[src/rtl/branch_resolve_ctrl_pkg.sv]
// -----------------------------------------------------------------------------
// branch_resolve_ctrl_pkg
// Purpose : shared definitions for ID-stage branch resolution: branch type
//           codes, comparator operand forward-select codes, FSM state codes
//           and a helper telling which branch types read rt.
// Ports   : none (package)
// -----------------------------------------------------------------------------
package branch_resolve_ctrl_pkg;

  typedef enum logic [2:0] {
    BR_NONE = 3'd0,
    BR_BEQ  = 3'd1,
    BR_BNE  = 3'd2,
    BR_BGEZ = 3'd3,
    BR_BGTZ = 3'd4
  } br_type_e;

  typedef enum logic [1:0] {
    FWD_RF    = 2'd0,  // register file value
    FWD_EXMEM = 2'd1,  // EX/MEM result (producer now in MEM, not a load)
    FWD_MEMWB = 2'd2   // MEM/WB result (producer now in WB)
  } fwd_sel_e;

  typedef enum logic [1:0] {
    ST_IDLE    = 2'd0,
    ST_WAIT    = 2'd1,
    ST_RESOLVE = 2'd2
  } state_e;

  // BEQ/BNE compare rs against rt; BGEZ/BGTZ look at rs only.
  function automatic logic br_uses_rt(input logic [2:0] br_type);
    return (br_type == BR_BEQ) || (br_type == BR_BNE);
  endfunction

endpackage

[src/rtl/branch_hazard_detect.sv]
// -----------------------------------------------------------------------------
// branch_hazard_detect
// Purpose : combinational hazard check for a branch resolved in ID. Works out
//           how many stall cycles are needed before rs/rt can be forwarded to
//           the comparator, and which forwarding path feeds each operand.
// Ports   :
//   i_br_type            branch type (BR_* code)
//   i_rs, i_rt           ID source registers
//   i_ex_regwrite/memread/rd    EX producer
//   i_mem_regwrite/memread/rd   MEM producer
//   i_wb_regwrite/rd            WB producer
//   o_need               stall cycles required (0..2)
//   o_fwd_a_sel          comparator operand 0 source (FWD_* code)
//   o_fwd_b_sel          comparator operand 1 source (FWD_* code)
// -----------------------------------------------------------------------------
module branch_hazard_detect
  import branch_resolve_ctrl_pkg::*;
#(
  parameter int RA_W = 5
) (
  input  logic [2:0]      i_br_type,
  input  logic [RA_W-1:0] i_rs,
  input  logic [RA_W-1:0] i_rt,
  input  logic            i_ex_regwrite,
  input  logic            i_ex_memread,
  input  logic [RA_W-1:0] i_ex_rd,
  input  logic            i_mem_regwrite,
  input  logic            i_mem_memread,
  input  logic [RA_W-1:0] i_mem_rd,
  input  logic            i_wb_regwrite,
  input  logic [RA_W-1:0] i_wb_rd,
  output logic [1:0]      o_need,
  output logic [1:0]      o_fwd_a_sel,
  output logic [1:0]      o_fwd_b_sel
);

  logic [RA_W-1:0] w_src      [2];
  logic [1:0]      w_need_src [2];
  logic [1:0]      w_fwd_src  [2];
  logic [1:0]      w_need_b;

  assign w_src[0] = i_rs;
  assign w_src[1] = i_rt;

  genvar gi;
  generate
    for (gi = 0; gi < 2; gi++) begin : g_src
      logic w_nz;
      logic w_ex_hit;
      logic w_mem_hit;
      logic w_wb_hit;

      // r0 is hardwired zero, so a write to it is never a real dependency.
      assign w_nz      = |w_src[gi];
      assign w_ex_hit  = w_nz & i_ex_regwrite  & (i_ex_rd  == w_src[gi]);
      assign w_mem_hit = w_nz & i_mem_regwrite & (i_mem_rd == w_src[gi]);
      assign w_wb_hit  = w_nz & i_wb_regwrite  & (i_wb_rd  == w_src[gi]);

      // The youngest producer decides: a load in EX needs two cycles to reach
      // WB, an ALU op in EX or a load in MEM needs one.
      assign w_need_src[gi] = w_ex_hit ? (i_ex_memread ? 2'd2 : 2'd1)
                            : ((w_mem_hit & i_mem_memread) ? 2'd1 : 2'd0);

      // A load in MEM has no data yet, so fall through to an older WB copy.
      assign w_fwd_src[gi] = (w_mem_hit & ~i_mem_memread) ? FWD_EXMEM
                           : w_wb_hit                     ? FWD_MEMWB
                           :                                FWD_RF;
    end
  endgenerate

  assign w_need_b    = br_uses_rt(i_br_type) ? w_need_src[1] : 2'd0;
  assign o_need      = (w_need_src[0] > w_need_b) ? w_need_src[0] : w_need_b;
  assign o_fwd_a_sel = w_fwd_src[0];
  assign o_fwd_b_sel = w_fwd_src[1];

endmodule

[src/rtl/branch_resolve_ctrl.sv]
// -----------------------------------------------------------------------------
// branch_resolve_ctrl
// Purpose : sequences ID-stage branch resolution. Stalls the front end until
//           the branch operands can be forwarded, then enables the matching
//           comparator and, if taken, drives PC select and IF flush for a
//           single commit cycle.
// Config  : BRANCH_PERF_EN adds saturating perf counters (branches committed,
//           branches taken, cycles with br_stall) and their output ports.
// Ports   :
//   i_clk, i_reset       clock, asynchronous active-high reset
//   i_id_valid           ID holds a valid instruction
//   i_br_type            BR_* code
//   i_rs, i_rt           ID source registers
//   i_ex_*/i_mem_*/i_wb_* producer info per stage
//   i_ext_stall          global freeze; nothing advances or commits
//   i_cmp_out            comparator result
//   o_beq..o_bgtz        one-hot comparator enables (resolve cycles only)
//   o_fwd_a_sel/b_sel    comparator operand sources
//   o_br_stall           hold PC and IF/ID, bubble into EX
//   o_pc_src_br          take branch target this cycle
//   o_if_flush           squash IF/ID this cycle
//   o_perf_*             perf counters (BRANCH_PERF_EN only)
// -----------------------------------------------------------------------------
module branch_resolve_ctrl
  import branch_resolve_ctrl_pkg::*;
#(
  parameter int RA_W  = 5,
  parameter int CNT_W = 2
`ifdef BRANCH_PERF_EN
  , parameter int PERF_W = 32
`endif
) (
  input  logic              i_clk,
  input  logic              i_reset,
  input  logic              i_id_valid,
  input  logic [2:0]        i_br_type,
  input  logic [RA_W-1:0]   i_rs,
  input  logic [RA_W-1:0]   i_rt,
  input  logic              i_ex_regwrite,
  input  logic              i_ex_memread,
  input  logic [RA_W-1:0]   i_ex_rd,
  input  logic              i_mem_regwrite,
  input  logic              i_mem_memread,
  input  logic [RA_W-1:0]   i_mem_rd,
  input  logic              i_wb_regwrite,
  input  logic [RA_W-1:0]   i_wb_rd,
  input  logic              i_ext_stall,
  input  logic              i_cmp_out,
  output logic              o_beq,
  output logic              o_bne,
  output logic              o_bgez,
  output logic              o_bgtz,
  output logic [1:0]        o_fwd_a_sel,
  output logic [1:0]        o_fwd_b_sel,
  output logic              o_br_stall,
  output logic              o_pc_src_br,
  output logic              o_if_flush
`ifdef BRANCH_PERF_EN
  , output logic [PERF_W-1:0] o_perf_branches
  , output logic [PERF_W-1:0] o_perf_taken
  , output logic [PERF_W-1:0] o_perf_stall_cycles
`endif
);

  logic [1:0]       w_need;
  logic [1:0]       w_fwd_a;
  logic [1:0]       w_fwd_b;
  state_e           r_state, w_state_next;
  logic [CNT_W-1:0] r_cnt, w_cnt_next;
  logic [2:0]       r_br_type, w_br_type_next;
  logic             w_is_br;
  logic             w_abort;
  logic             w_stall;
  logic             w_resolve;
  logic             w_run;
  logic             w_commit;

  branch_hazard_detect #(.RA_W(RA_W)) u_hazard (
    .i_br_type      (i_br_type),
    .i_rs           (i_rs),
    .i_rt           (i_rt),
    .i_ex_regwrite  (i_ex_regwrite),
    .i_ex_memread   (i_ex_memread),
    .i_ex_rd        (i_ex_rd),
    .i_mem_regwrite (i_mem_regwrite),
    .i_mem_memread  (i_mem_memread),
    .i_mem_rd       (i_mem_rd),
    .i_wb_regwrite  (i_wb_regwrite),
    .i_wb_rd        (i_wb_rd),
    .o_need         (w_need),
    .o_fwd_a_sel    (w_fwd_a),
    .o_fwd_b_sel    (w_fwd_b)
  );

  assign w_is_br = i_id_valid & (i_br_type != BR_NONE);
  // The stalled branch left ID (upstream flush or replacement): drop it.
  assign w_abort = ~i_id_valid | (i_br_type != r_br_type);

  // The IDLE cycle that detects the hazard is already the first stall cycle,
  // so the counter holds the stall cycles still to come after it. This makes
  // br_stall high for exactly `need` advancing cycles.
  always_comb begin
    w_state_next   = r_state;
    w_cnt_next     = r_cnt;
    w_br_type_next = r_br_type;
    w_stall        = 1'b0;
    w_resolve      = 1'b0;
    case (r_state)
      ST_IDLE: begin
        if (w_is_br) begin
          if (w_need == 2'd0) begin
            w_resolve = 1'b1;
          end else begin
            w_stall = 1'b1;
            if (!i_ext_stall) begin
              w_cnt_next     = CNT_W'(w_need - 2'd1);
              w_br_type_next = i_br_type;
              w_state_next   = (w_need == 2'd1) ? ST_RESOLVE : ST_WAIT;
            end
          end
        end
      end
      ST_WAIT: begin
        w_stall = 1'b1;
        if (w_abort) begin
          w_state_next = ST_IDLE;
          w_cnt_next   = '0;
        end else if (!i_ext_stall) begin
          if (r_cnt <= CNT_W'(1)) begin
            w_state_next = ST_RESOLVE;
            w_cnt_next   = '0;
          end else begin
            w_cnt_next = r_cnt - CNT_W'(1);
          end
        end
      end
      ST_RESOLVE: begin
        if (w_abort) begin
          w_state_next = ST_IDLE;
        end else begin
          w_resolve = 1'b1;
          if (!i_ext_stall) w_state_next = ST_IDLE;
        end
      end
      default: w_state_next = ST_IDLE;
    endcase
  end

  always_ff @(posedge i_clk or posedge i_reset) begin
    if (i_reset) begin
      r_state   <= ST_IDLE;
      r_cnt     <= '0;
      r_br_type <= BR_NONE;
    end else begin
      r_state   <= w_state_next;
      r_cnt     <= w_cnt_next;
      r_br_type <= w_br_type_next;
    end
  end

  // Outputs are forced low while reset is held so a stall in progress drops
  // without waiting for a clock edge.
  assign w_run    = ~i_reset;
  assign w_commit = w_run & w_resolve & ~i_ext_stall;

  assign o_beq       = w_run & w_resolve & (i_br_type == BR_BEQ);
  assign o_bne       = w_run & w_resolve & (i_br_type == BR_BNE);
  assign o_bgez      = w_run & w_resolve & (i_br_type == BR_BGEZ);
  assign o_bgtz      = w_run & w_resolve & (i_br_type == BR_BGTZ);
  assign o_fwd_a_sel = w_run ? w_fwd_a : 2'd0;
  assign o_fwd_b_sel = w_run ? w_fwd_b : 2'd0;
  assign o_br_stall  = w_run & w_stall;
  assign o_pc_src_br = w_commit & i_cmp_out;
  assign o_if_flush  = w_commit & i_cmp_out;

`ifdef BRANCH_PERF_EN
  logic [PERF_W-1:0] r_perf_branches;
  logic [PERF_W-1:0] r_perf_taken;
  logic [PERF_W-1:0] r_perf_stall_cycles;

  always_ff @(posedge i_clk or posedge i_reset) begin
    if (i_reset) begin
      r_perf_branches     <= '0;
      r_perf_taken        <= '0;
      r_perf_stall_cycles <= '0;
    end else begin
      if (w_commit && (r_perf_branches != '1))
        r_perf_branches <= r_perf_branches + PERF_W'(1);
      if (w_commit && i_cmp_out && (r_perf_taken != '1))
        r_perf_taken <= r_perf_taken + PERF_W'(1);
      if (w_stall && (r_perf_stall_cycles != '1))
        r_perf_stall_cycles <= r_perf_stall_cycles + PERF_W'(1);
    end
  end

  assign o_perf_branches     = r_perf_branches;
  assign o_perf_taken        = r_perf_taken;
  assign o_perf_stall_cycles = r_perf_stall_cycles;
`endif

endmodule

[config.mk]
export PLATFORM = sky130hd
export DESIGN_NAME = branch_resolve_ctrl
export DESIGN_NICKNAME = d
export VERILOG_FILES = /design/src/rtl/branch_resolve_ctrl_pkg.sv /design/src/rtl/branch_hazard_detect.sv /design/src/rtl/branch_resolve_ctrl.sv
export SDC_FILE = /design/constraint.sdc
export NUM_CORES = 1
export LEC_CHECK = 0
export ABC_AREA = 1
export CORE_ASPECT_RATIO = 0.5
export CORE_UTILIZATION = 45
export DETAILED_ROUTE_END_ITERATION = 10
export GPL_ROUTABILITY_DRIVEN = 0
export GPL_TIMING_DRIVEN = 0
export PLACE_DENSITY_LB_ADDON = 0.2
export SETUP_SLACK_MARGIN = 0.1
export SLEW_MARGIN = 20
export SYNTH_ARGS = -nofsm -noshare
export SYNTH_HDL_FRONTEND = slang
export SYNTH_SLANG_ARGS = --single-unit
[constraint.sdc]
create_clock -name i_clk -period 4 [get_ports i_clk]
set_clock_uncertainty 0.05 [all_clocks]
set_input_delay 0.8 -clock i_clk [delete_from_list [all_inputs] [get_ports i_clk]]
set_output_delay 0.8 -clock i_clk [all_outputs]
set_load 0.02 [all_outputs]
==> impl_metrics.yaml <==
critical_path:
  worst-setup-path-type: "in2out"
  endpoint: "o_bne"
  reg2reg_depth: 7
  timing.rr.end: "r_cnt[1]$_DFFE_PP0P_"
  regToRegSetupSlack_ns: 2.42
  critical_path_arrival_ns: 3.42
  critical_path_required_ns: 3.15
  rr_startpoint: "r_state[1]$_DFFE_PP0P_"
  worstSetupEndpointType: "primary output"
  worstSetupStartpoint: "i_mem_rd[0]"
  start_kind: "input pin"
  path_max_fanout: 5
finish:
  finalNetCount: 341
  mostFrequentLayoutCell: "nand2_1"
  instances_no_fill: 334
  final_cell_mix: "38 x nand2_1, 28 x buf_4, 23 x inv_1"
  antennaDiodeCount: 0
  synthToLayoutAreaGrowth_pct: 78.71
  stdcell_area_sq_um: 2352
  layout-drive-gt1-share_pct: 49.16
  utilization_pct: 87.65
logic_synthesis:
  synth_edf_count: 0
  postSynthCellCount: 225
  ys_seq_elements: 7
  yosysWarnings: 0
  syn_area_per_cell_sq_um: 5.850
  synth_xor_area_share_pct: 7.985
  ys.flop_type: "dfrtp_1"
  synth_compound_area_share_pct: 12.36
  synth-simple-area-share_pct: 47.91
  synth_cell_types: 33
  synth_fa_ha_area_share_pct: 4.753
  synthArstFlopShare_pct: 100.0
  syn_area_sq_um: 1316
  muxShareOfSynthArea_pct: 0
  synth_top_family_by_area: "simple AND/OR/NAND/NOR gates"
  synth_nets: 268
  ys_seq_area_share_pct: 13.31
run:
  drv_cap: 0
timing:
  hold_ws_ns: 0.4582
  period_needed_ns: 4.269
  slew_headroom_pct: 74.40
  setup_violations: 7
  min_period_over_period_pct: 106.7
  hold_violations: 0
  drv_slew: 0
  totalNegativeSetupSlack_ns: -1.188
  fmax_mhz: 234.3
  worst_slew_pin_slew_ns: 0.3836
  rsz0062_at_grt: "true"
  finalWorstSetupSlack_ns: -0.2688
global_route:
  grt_max_degree: 9
  track_usage_pct: 25.65
  grt_pass1_wl_um: 6147
  overflow: 0
  grt_pass1_vias: 1509
  antenna_found_initial: 0
pwr:
  ir_drop_mv: 0.2287
  p_leak_nw: 1.109
  finalPower_mw: 0.5955
  p_per_area_nw_per_um2: 253.2
clock_tree:
  cts-root-buf: "clkbuf_8"
  cts_hold_buf: 0
  clock_sinks: 7
  worstSkewPairLatency_ns: 0.23
  path_clk_slew_ns: 0.04
  htreeDepth: 1
  numCtsBuffers: 3
  clockBufferDepth: 2
  cts_tree: "built"
placement:
  pre_cts_ws_ns: -1.217
  dp_hpwl_um: 2916
  portBuffers: 48
  placed_area_sq_um: 1874
  place_inst: 310
run_status:
  outcome: "complete, but fails checks"
  violations: "negative setup slack"
routing:
  drt_iter0_drc: 155
  drc: 0
  dr_total_vias: 1903
  vias_per_cell: 5.698
  wire_per_inst_um: 15.68
  postRouteAntennaNets: 0
  drt_wl_total_um: 5237
  drt_pass1_iterations: 4
floorplanning:
  core_sq_um: 2684
  initial_core_util_pct: 49.04
  ioPinCount: 49
  die_h_um: 40.25
  rows: 13
  design.die.area_sq_um: 3159
  die_x_um: 78.49
min_path:
  hold_path.class: "reg2reg"
  min_from: "r_br_type[2]$_DFFE_PP0P_"
flip-flops by register name, indices dropped and copies added, names as in the netlist:
signal and cells:
r_state 2, r_br_type 3, r_cnt 2
what timing repair did:
item / CTS / global route
endpoints found under the hold margin: 0 / 0
endpoints found under the setup margin: 7 / 7
resized for setup: 188 / 64
buffers inserted: 14 / 6
pin swaps: 43 / 37
cells in the mapped netlist, drive strengths merged (3+ instances only):
cell type	n	area [sq um]
inv	46	172.7
nand4	4	31.28
ha	5	62.56
xnor2	8	70.07
xor2	4	35.03
o21ai	9	48.80
dfrtp	7	175.2
a21oi	8	40.04
nor2	39	206.5
nand2	59	231.5
nor3	3	31.28
nand3	20	105.1
routing by layer:
metal	up-vias	track usage (%)	routed length [um]	part of all wire, %
met5	-	0	0	0
met4	0	5.556	170	3.2
met3	26	4.773	351	6.7
met2	114	55.48	2684	51
met1	900	27.57	2030	39
li1	863	-	-	-
logic make-up (layout without fill, tap and decap cells):
group | Yosys count | after routing
buffers and inverters | 47 | 119
DFF | 7 | 7
xor gates and xnor gates | 12 | 12
adders and majority gates | 5 | 5
AOI/OAI and AO/OA | 25 | 25
and+or+nand+nor | 129 | 129
worst max-delay path, stage by stage:
cell and delay (ns):
buf_2 0.11, inv_2 0.05, nand2_1 0.07, o211ai_1 0.12
nor2_2 0.22, nand3_2 0.09, nand2_2 0.09, nand2_2 0.07
ha_4 0.24, nand2_2 0.06, o21a_1 0.17, inv_1 0.07
nand4_1 0.13, nand2_2 0.09, inv_2 0.07, ha_4 0.13
nand2_4 0.06, o22ai_4 0.20, nand3_4 0.15, nor2_1 0.24
buf_4 0.19
final cells by class:
class	instances	area, sq um
clock buffer	4	45.04
timing repair buffer	68	599.3
buffer	1	11.26
inverter	46	197.7
sequential	7	175.2
fill	143	331.6
tap	37	46.29
multi-input combinational	171	1277
how the worst min path moves through the flow:
stage,endpoint,slack (ns),depth (start not counted)
6_report,r_br_type[2]$_DFFE_PP0P_,0.46,2
5_1_grt,r_br_type[1]$_DFFE_PP0P_,0.51,2
4_1_cts,r_br_type[2]$_DFFE_PP0P_,0.45,2
3_5_place_dp,r_br_type[2]$_DFFE_PP0P_,0.44,2
3_3_place_gp,r_br_type[2]$_DFFE_PP0P_,0.44,2
2_1_floorplan,r_br_type[2]$_DFFE_PP0P_,0.42,2
report_power, final:
part / internal (mW) / total (mW) / switching (mW)
combinational: 0.151 / 0.369 / 0.217
sequential: 0.0939 / 0.122 / 0.0282
clock: 0.0694 / 0.105 / 0.0353
total: 0.315 / 0.595 / 0.281
Note: power is estimated with default switching activity, not from simulation.
